**src/rtl/imem_loader.sv**
```systemverilog
// Boot loader: byte stream -> little-endian words -> imem write port.
// Optional trailing XOR checksum byte via IMEM_LOADER_CHECKSUM_EN.
module imem_loader #(
    parameter int WIDTH = 32,
    parameter int DEPTH = 256,
    parameter int AW    = $clog2(DEPTH)
) (
    input  logic             clk,
    input  logic             rst,
    input  logic             start_i,
    input  logic             rx_valid_i,
    input  logic [7:0]       rx_data_i,
    output logic             rx_ready_o,
    output logic             imem_we_o,
    output logic [AW-1:0]    imem_waddr_o,
    output logic [WIDTH-1:0] imem_wdata_o,
    output logic             cpu_hold_o,
    output logic             busy_o,
    output logic             done_o,
    output logic             err_o
);

`ifdef IMEM_LOADER_CHECKSUM_EN
    typedef enum logic [2:0] {IDLE, LEN0, LEN1, DATA, CHK, DONE} state_t;
`else
    typedef enum logic [2:0] {IDLE, LEN0, LEN1, DATA, DONE} state_t;
`endif

    state_t           state, state_n;
    logic [7:0]       len_lo;
    logic [15:0]      len_q;
    logic [15:0]      len_n;
    logic [1:0]       byte_cnt;
    logic [WIDTH-1:0] word_buf;
    logic [WIDTH-1:0] word_nxt;
    logic [AW-1:0]    word_cnt;
    logic             accept;
    logic             restart;
    logic             last_word;
    logic             ready_n;
    logic             done_n;
    logic             err_n;
    logic             hold_n;
`ifdef IMEM_LOADER_CHECKSUM_EN
    logic [7:0]       csum;
`endif

    assign accept    = rx_valid_i && rx_ready_o;
    assign restart   = start_i && (state == IDLE || state == DONE);
    assign len_n     = {rx_data_i, len_lo};
    assign last_word = (32'(word_cnt) == 32'(len_q) - 32'd1);

    always_comb begin
        word_nxt = word_buf;
        word_nxt[{byte_cnt, 3'b000} +: 8] = rx_data_i;
    end

    always_comb begin
        state_n = state;
        done_n  = done_o;
        err_n   = err_o;
        hold_n  = cpu_hold_o;
        unique case (state)
            IDLE: if (start_i) state_n = LEN0;
            LEN0: if (accept) state_n = LEN1;
            LEN1: if (accept) begin
                if (len_n == 16'd0) begin
                    state_n = DONE;
                    done_n  = 1'b1;
                    err_n   = 1'b0;
                    hold_n  = 1'b0;
                end else if (32'(len_n) > DEPTH) begin
                    state_n = DONE;
                    done_n  = 1'b1;
                    err_n   = 1'b1;
                    hold_n  = 1'b1;
                end else begin
                    state_n = DATA;
                end
            end
            DATA: if (accept && byte_cnt == 2'd3 && last_word) begin
`ifdef IMEM_LOADER_CHECKSUM_EN
                state_n = CHK;
`else
                state_n = DONE;
                done_n  = 1'b1;
                err_n   = 1'b0;
                hold_n  = 1'b0;
`endif
            end
`ifdef IMEM_LOADER_CHECKSUM_EN
            CHK: if (accept) begin
                state_n = DONE;
                done_n  = 1'b1;
                err_n   = (rx_data_i != csum);
                hold_n  = (rx_data_i != csum);
            end
`endif
            DONE: if (start_i) begin
                state_n = LEN0;
                done_n  = 1'b0;
                err_n   = 1'b0;
                hold_n  = 1'b1;
            end
            default: state_n = IDLE;
        endcase
`ifdef IMEM_LOADER_CHECKSUM_EN
        ready_n = (state_n == LEN0) || (state_n == LEN1) ||
                  (state_n == DATA) || (state_n == CHK);
`else
        ready_n = (state_n == LEN0) || (state_n == LEN1) ||
                  (state_n == DATA);
`endif
    end

    always_ff @(posedge clk) begin
        if (rst) begin
            state        <= IDLE;
            rx_ready_o   <= 1'b0;
            busy_o       <= 1'b0;
            done_o       <= 1'b0;
            err_o        <= 1'b0;
            cpu_hold_o   <= 1'b1;
            imem_we_o    <= 1'b0;
            imem_waddr_o <= '0;
            imem_wdata_o <= '0;
            len_lo       <= '0;
            len_q        <= '0;
            byte_cnt     <= '0;
            word_buf     <= '0;
            word_cnt     <= '0;
`ifdef IMEM_LOADER_CHECKSUM_EN
            csum         <= '0;
`endif
        end else begin
            state      <= state_n;
            rx_ready_o <= ready_n;
            busy_o     <= ready_n;
            done_o     <= done_n;
            err_o      <= err_n;
            cpu_hold_o <= hold_n;
            imem_we_o  <= 1'b0;
            if (restart) begin
                byte_cnt <= '0;
                word_cnt <= '0;
`ifdef IMEM_LOADER_CHECKSUM_EN
                csum     <= '0;
`endif
            end
            if (state == LEN0 && accept) len_lo <= rx_data_i;
            if (state == LEN1 && accept) len_q <= len_n;
            // Write issues the cycle after the 4th byte, using the merged word.
            if (state == DATA && accept) begin
                byte_cnt <= byte_cnt + 2'd1;
                word_buf <= word_nxt;
`ifdef IMEM_LOADER_CHECKSUM_EN
                csum     <= csum ^ rx_data_i;
`endif
                if (byte_cnt == 2'd3) begin
                    imem_we_o    <= 1'b1;
                    imem_waddr_o <= word_cnt;
                    imem_wdata_o <= word_nxt;
                    word_cnt     <= word_cnt + 1'b1;
                end
            end
        end
    end

endmodule

```
**config.mk**
```make
export PLATFORM = sky130hd
export DESIGN_NAME = imem_loader
export DESIGN_NICKNAME = d
export VERILOG_FILES = /design/src/rtl/imem_loader.sv
export SDC_FILE = /design/constraint.sdc
export NUM_CORES = 1
export LEC_CHECK = 0
export BUFFER_PORTS_ARGS = -buffer_cell sky130_fd_sc_hd__clkbuf_2
export CAP_MARGIN = 5
export CORE_MARGIN = 8
export CORE_UTILIZATION = 45
export CTS_CLUSTER_SIZE = 28
export DETAILED_ROUTE_END_ITERATION = 8
export PLACE_DENSITY = 0.65
export SETUP_SLACK_MARGIN = 0.3
export SKIP_CTS_REPAIR_TIMING = 1
export SYNTH_ARGS = -nofsm -noshare
export SYNTH_HDL_FRONTEND = slang
export SYNTH_SLANG_ARGS = --single-unit
```
**constraint.sdc**
```tcl
create_clock -name clk -period 5.7 [get_ports clk]
set_input_delay 1.14 -clock clk [delete_from_list [all_inputs] [get_ports clk]]
set_output_delay 1.14 -clock clk [all_outputs]
set_load 0.05 [all_outputs]
```
* Yosys cells after proc, flatten, opt, wreduce, memory -nomap -nowiden
Cells that the tools add are included.
** Storage, ports and cells
- Bits in registers :: 114
- Latch bits :: 0
- RAM bits :: 0
- Bits in read-only memories :: 0
- Output and inout bits :: 46
- Memories kept :: 0
** Cells by class
- $add $sub $neg :: 4
- Multipliers :: 0
- Div/mod/pow operators :: 0
- Order comparisons :: 1
- Equality and inequality tests :: 13
- Shift operators :: 2
- Muxes and demuxes :: 26
- Bitwise gates (word level) :: 1
- Reductions and logical operators :: 18
** Operator list (count)
- bitwise mux 32 bit :: 1
- equality test 8 x 32 -> 1 bit :: 1
- variable shift 8 x 7 -> 32 bit, first input constant :: 1
- indexed part select 8 x 7 -> 32 bit :: 1
- 2-to-1 mux 8 bit :: 3
- 2-to-1 mux 3 bit :: 6
- subtractor 16 x 1 -> 17 bit, second input constant :: 1
- > comparator 16 x 9 -> 1 bit, second input constant :: 1
- zero test 16 bit :: 1
- equality test 3 x 2 -> 1 bit, second input constant :: 4
- one-hot mux 3 bit (4 select lines) :: 1
- 2-to-1 mux 1 bit :: 10
- one-hot mux 1 bit (3 select lines) :: 3
- adder 8 x 1 -> 8 bit, second input constant :: 1
- logical AND 1 bit :: 7
- negation 5 -> 7 bit :: 1
- equality test 3 x 1 -> 1 bit, second input constant :: 2
- inequality test 2 bit, second input constant :: 3
- AND reduction 5 bit :: 1
- 2-to-1 mux 2 bit :: 2
- OR reduction 2 bit :: 2
- equality test 3 bit, second input constant :: 1
- zero test 3 bit :: 1
- logical OR 1 bit :: 3
- 7 further kinds :: 7

* Longest topological paths before layout
- Depth after elaboration :: 8
- Mapped depth :: 9
- Mapped depth without buffers :: 9

* Worst setup path before layout
No wires, ideal clock.
- Kind :: input port to flip-flop
- Start point :: input rx_valid_i
- End point :: register busy_o
- Setup time :: 0.127 ns
- Arrival time :: 2.656 ns
- Data required time :: 5.573 ns
- Setup slack :: 2.917 ns
- Stages on the path :: 7
- Buffers on the path :: 0
- Cell sequence :: nand2_1 or4_1 nor4_1 nand4_1 or4_4 o21ai_2 a221oi_2
** On the way
- Cells in the longest elaborated chain, start to end :: 8
** RTL lines
- start, declared :: RTL line 11 : input logic rx_valid_i,
- logical AND 1 bit (*) :: RTL line 48 : assign accept = rx_valid_i && rx_ready_o;
- logical AND 1 bit (2 in series) :: RTL line 81 : DATA: if (accept && byte_cnt == 2'd3 && last_word) begin
- 2-to-1 mux 3 bit :: RTL line 81
- one-hot mux 3 bit (4 select lines) (*) :: RTL line 63 : unique case (state)
- equality test 3 x 1 -> 1 bit or equality test 3 x 2 -> 1 bit (tied branches) :: RTL line 111 : ready_n = (state_n == LEN0) || (state_n == LEN1) ||
- logical OR 1 bit :: RTL line 111
- logical OR 1 bit (*) :: RTL line 111
- end signal, assigned :: RTL line 138 : busy_o <= ready_n;
- end, declared :: RTL line 18 : output logic busy_o,
Mark *: on every way between the ends. The rest lies on a longest branch, timed or not.
A chain may end at the register's enable or synchronous reset.

* Worst setup path after layout
- Start point :: input rx_valid_i
- End point :: register word_cnt[7]
** On the way
- Cells in the longest elaborated chain, start to end :: 3
** RTL lines
- logical AND 1 bit :: RTL line 48
- logical AND 1 bit :: RTL line 153 : if (state == DATA && accept) begin
- 2-to-1 mux 8 bit :: RTL line 153
- end signal, assigned :: RTL line 163 : word_cnt <= word_cnt + 1'b1;
- end, declared :: RTL line 36 : logic [AW-1:0] word_cnt;
Every way passes these cells.

==> summary.md <==
| Metric | Value |
|---|---|
| Non-Filler Instances | `roughly 800` |
| Drt wl/cell | `between 15 and 20 um` |
| Synth area leaders | `dfxtp_1 (45%), a211oi_1 (9.6%), nor2_1 (6.7%), a21oi_1 (6.5%), nand2_1 (4.8%)` |
| Clock sinks | `roughly 110` |
| Htree depth | `4` |
| Share of the clock period used by the worst path | `56.8%` |
| Final Power | `1.87 mW` |
| Ant. Diodes | `0` |
| R2R Setup Slk | `2.59 ns` |
| Hold Crit Start | `imem_waddr_o[1]` |
| Total Wirelength | `roughly 13000 um` |
| Routed vias/inst | `5.58` |
| Initial DRC count | `~350` |
| Placer Congestion | `slightly below 0.9` |
| Hold path endpoint | `imem_waddr_o[1]` |
| IO Count | `58` |
| Tightest Pin Transition | `0.905 ns` |
| Remaining Overflow, GRT | `0` |
| CTS tree | `done` |
| Hold Crit Class | `reg2reg` |
| RSZ-0062 raised after global routing | `false` |
| Fill count | `approximately 1000` |
| Ratio of cells with drive above 1 in the final layout | `between 10% and 20%` |
| Area share of the leading cell type in the synthesized netlist | `45.1%` |
| Endpoints failing setup | `0` |
| Crit path time final | `approximately 3.2 ns` |
| Yosys warns | `0` |
| Synth unique cells | `52` |
| Detailed Place HPWL | `between 8000 and 9000 um` |
| Final Hold Fails | `0` |
| DRT Pass-1 Iters | `5` |
| Critical path type | `in2reg` |
| CP Launch Type | `input port` |
| First-pass GRT wire length | `between 20000 and 25000 um` |
| Die Ht | `about 120 um` |
| Mapped Area | `approximately 5000 um^2` |
| Synth Area in Simple Gates | `between 20% and 30%` |
| Largest family of logic cells by synthesized area | `simple AND/OR/NAND/NOR gates` |
| Syn_nets | `623` |
| Crit Path Max Fanout | `70` |
| R2R depth | `8` |
| Vias after detailed routing | `between 4000 and 5000` |
| Die width | `122 um` |
| Commonest cells in the synthesized netlist | `dfxtp_1 (114), nor2_1 (90), a21oi_1 (66), a211oi_1 (65), nand2_1 (65)` |
| PwrDens | `approximately 310 nW/um^2` |
| Data arrival, critical path | `around 3.7 ns` |
| Pins Over Slew Limit | `0` |
| Root Driver | `clkbuf_8` |
| Worst reg2reg startpoint | `state[0]` |
| Post-Syn Instances | `between 600 and 700` |
| Post-synth top flop | `dfxtp_1` |
| Core region area | `10900 um^2` |
| Top-count cell post-synth | `dfxtp_1` |
| Largest area contributor in the netlist | `dfxtp_1` |
| Largest net degree at the start of global routing | `87` |
| TNS Setup | `0 ns` |
| CP required | `around 6.1 ns` |
| Mux cell area share after synthesis | `~2.0%` |
| Worst r2r dst | `word_cnt[7]` |
| Achievable Freq | `about 310 MHz` |
| Skew-Pair Late Insertion Delay | `around 0.52 ns` |
| Site row count | `38` |
| Placed insts | `between 700 and 800` |
| Slew HR | `about two fifths` |
| Leak | `~2.2 nW` |
| Starting Density | `~46%` |
| Maximum clock path buffer count | `2` |
| Post-Synth Adder-Cell Area | `around 2.0%` |
| Hold path depth | `2` |
| Worst-path clk slew | `~0.06 ns` |
| Worst vdd ir | `around 180 uV` |
| NumNets Final | `662` |
| Initial antenna violation count | `0` |
| Synth Area in Compound Gates | `a little under a fifth` |
| Antenna-violating nets left | `0` |
| Vias in the first global route | `4234` |
| Max-capacitance violation count | `0` |
| Seq/Total Area, Yosys | `a little under half` |
| Crit end category | `flop` |
| Fraction of registers with async set/reset | `0%` |
| DR DRC count | `0` |
| Status | `finished, final reports clean` |
| Worst Skew | `about 0.015 ns` |
| Total CTS buffers | `17` |
| Total GRT Usage | `17.7%` |
| #FFs+latches synth | `roughly 110` |
| Synth Area per Inst | `~8.4 um^2` |
| Final Core Density | `54.7%` |
| Post-Synth XOR/XNOR Area | `between 2 and 2.5%` |
| PortBufs | `57` |
| Number of synthesized flops with an enable pin | `0` |
| DIE AREA | `~15000 um^2` |
| Synth-to-layout area growth | `17.7%` |
[cell families after synthesis]
logic type / Yosys count
xor gates and xnor gates: 13
buffers and inverters: 52
adders and majority gates: 8
and+or+nand+nor: 257
DFF: 114
muxes: 10
AOI/OAI and AO/OA: 149
[layout by cell type, fill, tap and decap left out, types with 5 or more instances in the layout]
cell / netlist / routed
a211oi_1: 65 / 65
dfxtp_1: 114 / 114
ha_1: 8 / 8
clkbuf_2: 1 / 56
clkbuf_16: 0 / 16
nand2_1: 65 / 65
inv_1: 9 / 9
nand3_1: 5 / 5
nor3_1: 20 / 20
buf_4: 1 / 7
or4_1: 6 / 6
xnor2_1: 9 / 9
a21oi_1: 66 / 66
nor2b_1: 33 / 33
and3_1: 7 / 7
nor2_1: 90 / 90
mux2i_1: 10 / 10
[stage by stage]
stage / instance area (um^2) / worst slack (ns) / hold slack (ns)
floorplan: 5060 / 2.92 / 0.439
global placement: 5390 / 2.00 / 0.443
detailed placement: 5390 / 1.92 / 0.451
CTS: 5960 / 2.44 / 0.459
global route: 5960 / 2.16 / 0.483
finish: 5960 / 2.46 / 0.458
[power by group]
part | leakage (nW) | internal [mW] | total, mW | switching, mW
registers | 0.919 | 0.801 | 0.806 | 0.00508
clock network | 0.276 | 0.607 | 1.00 | 0.397
logic | 0.966 | 0.0159 | 0.0636 | 0.0477
[worst max-delay path: stages]
cell,delay [ns]
clkbuf_2,0.10
nand2_1,0.15
nor3_4,0.14
buf_4,0.55
and2_2,0.74
and3_1,0.29
nand4_1,0.12
and3_1,0.21
o21a_1,0.17
[final cells by class]
| type | instances | area (um^2) | share of cell area [%] |
|---|---|---|---|
| flip-flops and latches | 114 | 2280 | 38.3 |
| clock buffers | 19 | 442 | 7.42 |
| repair buffers | 63 | 333 | 5.59 |
| clock inverters | 13 | 125 | 2.10 |
| multi-input cells | 437 | 2560 | 43.1 |
| well taps | 140 | 175 | 2.94 |
| inverters | 9 | 33.8 | 0.567 |
[flip-flops by register name, indices dropped and copies added (netlist names)]
name          cells
word_cnt          8
imem_waddr_o      8
err_o             1
word_buf         32
byte_cnt          2
state             3
cpu_hold_o        1
len_lo            8
len_q            16
done_o            1
busy_o            1
imem_wdata_o     32
imem_we_o         1
[how the worst max path moves through the flow]
stage,end,start,slack [ns]
detailed placement,word_cnt[7],rx_valid_i,1.92
floorplan,busy_o,rx_valid_i,2.92
global placement,word_cnt[7],rx_valid_i,2.00
finish,word_cnt[7],rx_valid_i,2.46
global route,imem_wdata_o[26],rx_valid_i,2.16
CTS,imem_wdata_o[23],rx_valid_i,2.44
[metal layers]
| layer | global-route usage (%) | vias up | share of wire, % |
|---|---|---|---|
| li1 | - | 2215 | - |
| met1 | 23.5 | 2093 | 47 |
| met2 | 27.3 | 117 | 46 |
| met3 | 4.03 | 10 | 5.4 |
| met4 | 6.55 | 0 | 1.1 |
| met5 | 0 | - | 0 |
Note: power is estimated with default switching activity, not from simulation.
